===== config.mk =====
export PLATFORM = sky130hd
export DESIGN_NAME = serial_rx_frame_flat
export DESIGN_NICKNAME = d
export VERILOG_FILES = /design/src/rtl/serial_pkg.sv /design/src/rtl/serial_rx_frame_if.sv /design/src/rtl/rx_sample_ctr.sv /design/src/rtl/serial_rx_frame.sv /design/src/flat_wrapper.sv
export SDC_FILE = /design/constraint.sdc
export NUM_CORES = 1
export LEC_CHECK = 0
export CAP_MARGIN = 20
export CORE_ASPECT_RATIO = 1.2
export CORE_MARGIN = 2
export CORE_UTILIZATION = 40
export CTS_BUF_LIST = sky130_fd_sc_hd__clkbuf_8
export DETAILED_ROUTE_END_ITERATION = 12
export PLACE_DENSITY_LB_ADDON = 0.12
export SYNTH_ARGS = -nofsm -noshare
export SYNTH_HDL_FRONTEND = slang
export SYNTH_SLANG_ARGS = --single-unit

===== constraint.sdc =====
create_clock -name clk -period 1.7 [get_ports clk]
set_input_delay 0.255 -clock clk [delete_from_list [all_inputs] [get_ports clk]]
set_output_delay 0.255 -clock clk [all_outputs]
set_load 0.02 [all_outputs]

===== src/rtl/serial_pkg.sv =====
// Shared types and constants for the serial receive/transmit framing logic.
package serial_pkg;

    typedef enum logic [2:0] {
        IDLE    = 3'd0,
        START   = 3'd1,
        DATA    = 3'd2,
        STOP    = 3'd3,
        RECOVER = 3'd4
    } rx_state_t;

    localparam int unsigned FRAME_BITS = 10;
    localparam logic [3:0]  STOP_IDX   = 4'd9;

    // Bit index after a data sample: jumps to the stop slot once the last data bit is in.
    function automatic logic [3:0] next_data_idx(input logic [3:0] idx, input int unsigned data_bits);
        logic [3:0] nxt;
        if (idx == 4'(data_bits)) begin
            nxt = STOP_IDX;
        end else begin
            nxt = idx + 4'd1;
        end
        return nxt;
    endfunction

endpackage


===== src/rtl/serial_rx_frame_if.sv =====
// Line-side inputs and character-side outputs of the receive framer.
interface serial_rx_frame_if #(
    parameter int unsigned DATA_BITS = 8
);
    import serial_pkg::*;

    logic                        enable;
    logic                        rx_in;
    logic [DATA_BITS-1:0]        char_out;
    logic                        char_valid;
    logic                        frame_err;
    logic                        busy;
    logic [$bits(STOP_IDX)-1:0]  bit_idx;

    modport master (
        output enable,
        output rx_in,
        input  char_out,
        input  char_valid,
        input  frame_err,
        input  busy,
        input  bit_idx
    );

    modport slave (
        input  enable,
        input  rx_in,
        output char_out,
        output char_valid,
        output frame_err,
        output busy,
        output bit_idx
    );

endinterface


===== src/rtl/rx_sample_ctr.sv =====
// Oversample position counter within one bit period, with mid-bit and last-sample flags.
module rx_sample_ctr #(
    parameter int unsigned OVERSAMPLE = 16
) (
    input  logic clk,
    input  logic rst,
    input  logic tick,
    input  logic clr,
    output logic at_mid,
    output logic at_last
);

    localparam int unsigned SW   = $clog2(OVERSAMPLE);
    localparam logic [SW-1:0] MID  = SW'(OVERSAMPLE / 2 - 1);
    localparam logic [SW-1:0] LAST = SW'(OVERSAMPLE - 1);

    logic [SW-1:0] scnt_q;
    logic [SW-1:0] scnt_d;

    // Next count: wraps at the last sample, clears on request, frozen without a tick.
    always_comb begin
        scnt_d = scnt_q;
        if (tick) begin
            if (clr || at_last) begin
                scnt_d = {SW{1'b0}};
            end else begin
                scnt_d = scnt_q + SW'(1);
            end
        end else begin
            scnt_d = scnt_q;
        end
    end

    // Counter register.
    always_ff @(posedge clk) begin
        if (rst) begin
            scnt_q <= {SW{1'b0}};
        end else begin
            scnt_q <= scnt_d;
        end
    end

    assign at_mid  = (scnt_q == MID);
    assign at_last = (scnt_q == LAST);

endmodule


===== src/rtl/serial_rx_frame.sv =====
// Receive framer: qualifies start bits mid-bit, shifts data LSB-first, checks the stop bit
// and emits one registered valid or framing-error pulse per frame.
module serial_rx_frame
    import serial_pkg::*;
#(
    parameter int unsigned OVERSAMPLE = 16,
    parameter int unsigned DATA_BITS  = 8
) (
    input  logic             clk,
    input  logic             rst,
    serial_rx_frame_if.slave bus
);

    rx_state_t            state_q,      state_d;
    logic [3:0]           bit_idx_q,    bit_idx_d;
    logic [DATA_BITS-1:0] shift_q,      shift_d;
    logic [DATA_BITS-1:0] char_out_q,   char_out_d;
    logic                 char_valid_q, char_valid_d;
    logic                 frame_err_q,  frame_err_d;
    logic                 busy_q,       busy_d;

    logic ctr_clr_s;
    logic at_mid_s;
    logic at_last_s;

    rx_sample_ctr #(
        .OVERSAMPLE (OVERSAMPLE)
    ) u_sample_ctr (
        .clk     (clk),
        .rst     (rst),
        .tick    (bus.enable),
        .clr     (ctr_clr_s),
        .at_mid  (at_mid_s),
        .at_last (at_last_s)
    );

    // Next-state, datapath and pulse computation; nothing but the pulses moves without a tick.
    always_comb begin
        state_d      = state_q;
        bit_idx_d    = bit_idx_q;
        shift_d      = shift_q;
        char_out_d   = char_out_q;
        char_valid_d = 1'b0;
        frame_err_d  = 1'b0;
        ctr_clr_s    = 1'b0;

        if (bus.enable) begin
            case (state_q)
                IDLE: begin
                    // The detecting tick is sample 0, so the counter is allowed to step to 1.
                    if (!bus.rx_in) begin
                        state_d = START;
                    end else begin
                        ctr_clr_s = 1'b1;
                    end
                end
                START: begin
                    if (at_mid_s) begin
                        ctr_clr_s = 1'b1;
                        if (!bus.rx_in) begin
                            state_d   = DATA;
                            bit_idx_d = 4'd1;
                        end else begin
                            state_d   = IDLE;
                            bit_idx_d = 4'd0;
                        end
                    end else begin
                        ctr_clr_s = 1'b0;
                    end
                end
                DATA: begin
                    if (at_last_s) begin
                        shift_d   = {bus.rx_in, shift_q[DATA_BITS-1:1]};
                        bit_idx_d = next_data_idx(bit_idx_q, DATA_BITS);
                        if (bit_idx_q == 4'(DATA_BITS)) begin
                            state_d = STOP;
                        end else begin
                            state_d = DATA;
                        end
                    end else begin
                        ctr_clr_s = 1'b0;
                    end
                end
                STOP: begin
                    if (at_last_s) begin
                        if (bus.rx_in) begin
                            char_out_d   = shift_q;
                            char_valid_d = 1'b1;
                            state_d      = IDLE;
                            bit_idx_d    = 4'd0;
                        end else begin
                            frame_err_d  = 1'b1;
                            state_d      = RECOVER;
                        end
                    end else begin
                        ctr_clr_s = 1'b0;
                    end
                end
                RECOVER: begin
                    // A held-low line stays here so a break never looks like a new start.
                    ctr_clr_s = 1'b1;
                    if (bus.rx_in) begin
                        state_d   = IDLE;
                        bit_idx_d = 4'd0;
                    end else begin
                        state_d   = RECOVER;
                    end
                end
                default: begin
                    state_d   = IDLE;
                    bit_idx_d = 4'd0;
                    ctr_clr_s = 1'b1;
                end
            endcase
        end else begin
            state_d = state_q;
        end

        busy_d = (state_d != IDLE);
    end

    // State, datapath and output registers.
    always_ff @(posedge clk) begin
        if (rst) begin
            state_q      <= IDLE;
            bit_idx_q    <= 4'd0;
            shift_q      <= {DATA_BITS{1'b0}};
            char_out_q   <= {DATA_BITS{1'b0}};
            char_valid_q <= 1'b0;
            frame_err_q  <= 1'b0;
            busy_q       <= 1'b0;
        end else begin
            state_q      <= state_d;
            bit_idx_q    <= bit_idx_d;
            shift_q      <= shift_d;
            char_out_q   <= char_out_d;
            char_valid_q <= char_valid_d;
            frame_err_q  <= frame_err_d;
            busy_q       <= busy_d;
        end
    end

    assign bus.char_out   = char_out_q;
    assign bus.char_valid = char_valid_q;
    assign bus.frame_err  = frame_err_q;
    assign bus.busy       = busy_q;
    assign bus.bit_idx    = bit_idx_q;

endmodule


===== src/flat_wrapper.sv =====
// flat-port wrapper written by rule: the top's interface ports become plain ports
module serial_rx_frame_flat import serial_pkg::*;
#(
    parameter int unsigned OVERSAMPLE = 16,
    parameter int unsigned DATA_BITS  = 8
)
  (clk, rst, bus_enable, bus_rx_in, bus_char_out, bus_char_valid, bus_frame_err, bus_busy, bus_bit_idx);
  serial_rx_frame_if #(.DATA_BITS(DATA_BITS)) bus_i ();
  input  logic clk;
  input  logic rst;
  input wire logic [$bits(bus_i.enable)-1:0] bus_enable;
  input wire logic [$bits(bus_i.rx_in)-1:0] bus_rx_in;
  output wire logic [$bits(bus_i.char_out)-1:0] bus_char_out;
  output wire logic [$bits(bus_i.char_valid)-1:0] bus_char_valid;
  output wire logic [$bits(bus_i.frame_err)-1:0] bus_frame_err;
  output wire logic [$bits(bus_i.busy)-1:0] bus_busy;
  output wire logic [$bits(bus_i.bit_idx)-1:0] bus_bit_idx;
  assign bus_i.enable = bus_enable;
  assign bus_i.rx_in = bus_rx_in;
  assign bus_char_out = bus_i.char_out;
  assign bus_char_valid = bus_i.char_valid;
  assign bus_frame_err = bus_i.frame_err;
  assign bus_busy = bus_i.busy;
  assign bus_bit_idx = bus_i.bit_idx;
  serial_rx_frame #(.OVERSAMPLE(OVERSAMPLE), .DATA_BITS(DATA_BITS)) u_core (.clk(clk), .rst(rst), .bus(bus_i));
endmodule

==> summary.txt <==
Final layout
  – Layout Nets: 196
  – N_diodes: 0
  – Area grow syn2layout: 34.6%
  – Layout cells sized above 1: 16.8%
  – Final core occ: 56.6%

Setup path
  – R2r worst-path depth: 6
  – CP startpoint kind: flip-flop
  – Slowest cell delay on critical path: 410 ps
  – Worst path depth: 6
  – CP top delay family: simple AND/OR/NAND/NOR gates
  – CP Buf/Inv Count: 1
  – Worst path slowest cell: dfxtp_1
  – CP Class: flip-flop to flip-flop
  – WP data arrival: 1770 ps
  – CP max FO: 9
  – Worst setup EP type: flip-flop
  – Data required time of the worst path: 1870 ps
  – CP cell instances: ha_4, nand4_1, or3_1, buf_4, mux2i_1, nor2_1

STA
  – Pins Over Slew Limit: 0
  – Final setup TNS: 0 ps
  – Setup WS post-layout: just over 100 ps
  – Slew HR: 70.4%
  – Worst-Margin Slew: around 440 ps
  – Skew final: 6.82 ps
  – Fin crit share: 94.0%
  – RSZ-0062 raised after global routing: false
  – Final min period: 1600 ps
  – Max Clock Freq: 626 MHz
  – Final hold viol count: 0
  – Final setup vio count: 0

Global routing
  – Largest net degree at the start of global routing: 18
  – Antenna violations before repair: 0
  – GRT Total Usage: about 17%
  – First-pass GRT wire length: 5260 µm
  – Vias in the first global route: 1231
  – Total grt overflow: 0

Synthesis
  – Largest area contributor in the netlist: dfxtp_1
  – Compound-Gate Fraction of Synth Area: between 10% and 20%
  – Combinational family with the most area after synthesis: simple AND/OR/NAND/NOR gates
  – Syn. warnings: 0
  – Synthesized Nets: ~160
  – Post-Synth XOR/XNOR Area: 0.623%
  – Top cells by count, synth: dfxtp_1 (30), nor2_1 (21), mux2i_1 (16)
  – Mapped Cells: between 150 and 200
  – Netlist cell types: 39
  – Area share of the largest cell type after synthesis: a little over two fifths
  – Mux share of post-synthesis cell area: between 10% and 20%
  – Number of synthesized flops with an enable pin: 0
  – Sequential share of the synthesized area: 42.7%
  – Post-synth top flop: dfxtp_1
  – Mapped cell area: between 1000 and 1500 µm²
  – #FFs+latches synth: 30
  – Syn avg cell area: 9.07 µm²
  – Simple-Gate Fraction of Synth Area: 22.7%
  – Post-synth ARST share: 0%
  – Count leader, synth: dfxtp_1
  – Post-Synth Adder-Cell Area: 2.67%
  – Synth top area cells: dfxtp_1 (43%), mux2i_1 (11%), nor2_1 (5.6%), ha_1 (2.7%), nand4_1 (2.2%)

Routing
  – Detailed Route WL: 3080 µm
  – Drt drc: 0
  – Via density: 5.59
  – Post-DRT Antenna Nets: 0
  – Wire per inst: 13.6 µm
  – Detailed Route Iter0 Violations: 44
  – Total vias in the final route: 1269
  – DR pass1 iterations: 4

Clocking
  – CTS H-tree lvls: 2
  – CTS Hold Buffers Added: 0
  – CTS tree: done
  – Worst-path clk slew: 70 ps
  – Clock root buffer: clkbuf_8
  – CTS sink cnt: 30
  – Maximum clock insertion buffer count: 2
  – Clock latency at the later pin of the worst-skew pair: 280 ps
  – Inserted Clock Buffers: 5

Hold path
  – Hold depth: 2
  – Worst hold path class: flip-flop to flip-flop

Floorplanning
  – Die H: approximately 69 µm
  – Die Area: 4000 µm²
  – IO Count: 19
  – Core Box Area: ~3300 µm²
  – Die Width: 58.1 µm
  – Row count: 23
  – Initial Util: 42.1%

Placement
  – Worst slack, placed: -68.1 ps
  – PortBufs: 18
  – Post-DP HPWL: approximately 2300 µm
  – GP Congestion: 0.869

Status
  – Status: finished clean

Power
  – Leak: 0.770 nW
  – VDD IR max: 0.000715 V
  – Pwr dens: 810 nW/µm²

Job
  – Maxcap violations: 0
path summary, 6_finish.rpt:
path / start / end / slack, ps
worst max-delay path: u_core.u_sample_ctr.scnt_q[1] / u_core.bus.char_out[5] / 100
worst min-delay path: u_core.shift_q[0] / u_core.shift_q[0] / 490
worst max register to register: u_core.u_sample_ctr.scnt_q[1] / u_core.bus.char_out[5] / 100
worst min register to register: u_core.shift_q[0] / u_core.shift_q[0] / 490
stage by stage:
| stage | hold slack (ps) | area (µm²) | power (mW) | std cells |
|---|---|---|---|---|
| 3_3_place_gp | 484 | 1760 | 0.852 | 219 |
| 4_1_cts | 498 | 1870 | 1.55 | 227 |
| 2_1_floorplan | 344 | 1410 | 0.792 | 155 |
| 5_1_grt | 534 | 1890 | 1.60 | 227 |
| 6_report | 490 | 1890 | 1.53 | 227 |
| 3_5_place_dp | 483 | 1760 | 0.852 | 219 |
logic make-up (layout without fill, tap and decap cells):
kind of cell,after synthesis,after routing
flops,30,30
simple gates,57,57
compound gates,28,28
xor+xnor,1,1
buf+inv,20,55
mux,16,16
fa+ha+maj,3,3
metal layers:
layer  up-vias  track usage (%)  share of wire, %
met5         -                0                 0
li1        634                -                 -
met4         0             10.8               2.1
met3         6             5.04               3.5
met1       611             18.6                42
met2        18             29.8                52
power by group:
group	switching (mW)	leakage, nW	internal, mW
combinational	0.0623	0.469	0.0601
sequential	0.00616	0.242	0.711
clock	0.262	0.0579	0.431
total	0.330	0.770	1.20
worst min-delay path, delay by kind of cell, from the launching register on:
kind          cells  cell delay (ps)
flops             1              320
simple gates      1               70
mux               1               60
layout by cell type (no fill, tap or decap), types with 3 or more instances in the layout:
| cell type | count |
|---|---|
| a211oi_1 | 3 |
| a21oi_1 | 4 |
| buf_4 | 19 |
| clkbuf_8 | 5 |
| clkdlybuf4s50_1 | 18 |
| dfxtp_1 | 30 |
| inv_1 | 8 |
| mux2i_1 | 16 |
| nand2_1 | 6 |
| nand3_1 | 4 |
| nand3b_1 | 3 |
| nand4_1 | 5 |
| nor2_1 | 21 |
| o211ai_1 | 4 |
sequential cells by signal (all words and copies together) (netlist names):
signal,flops
u_core.bus.busy,1
u_core.state_q,3
u_core.bus.char_valid,1
u_core.bus.char_out,8
u_core.bus.bit_idx,4
u_core.bus.frame_err,1
u_core.shift_q,8
u_core.u_sample_ctr.scnt_q,4
final cells by class:
class                   instances  area [µm²]
fillers                       310        1450
clock inverters                 3        40.0
repair buffers                 39         363
flip-flops and latches         30         601
inverters                       8        30.0
multi-input cells             105         742
clock buffers                   5        68.8
well taps                      37        46.3
timing repair:
action                     CTS  global route
resized for setup            0             3
buffers inserted             0             0
setup endpoints to repair    0            22
No activity file was read; power rests on OpenSTA's default activity.
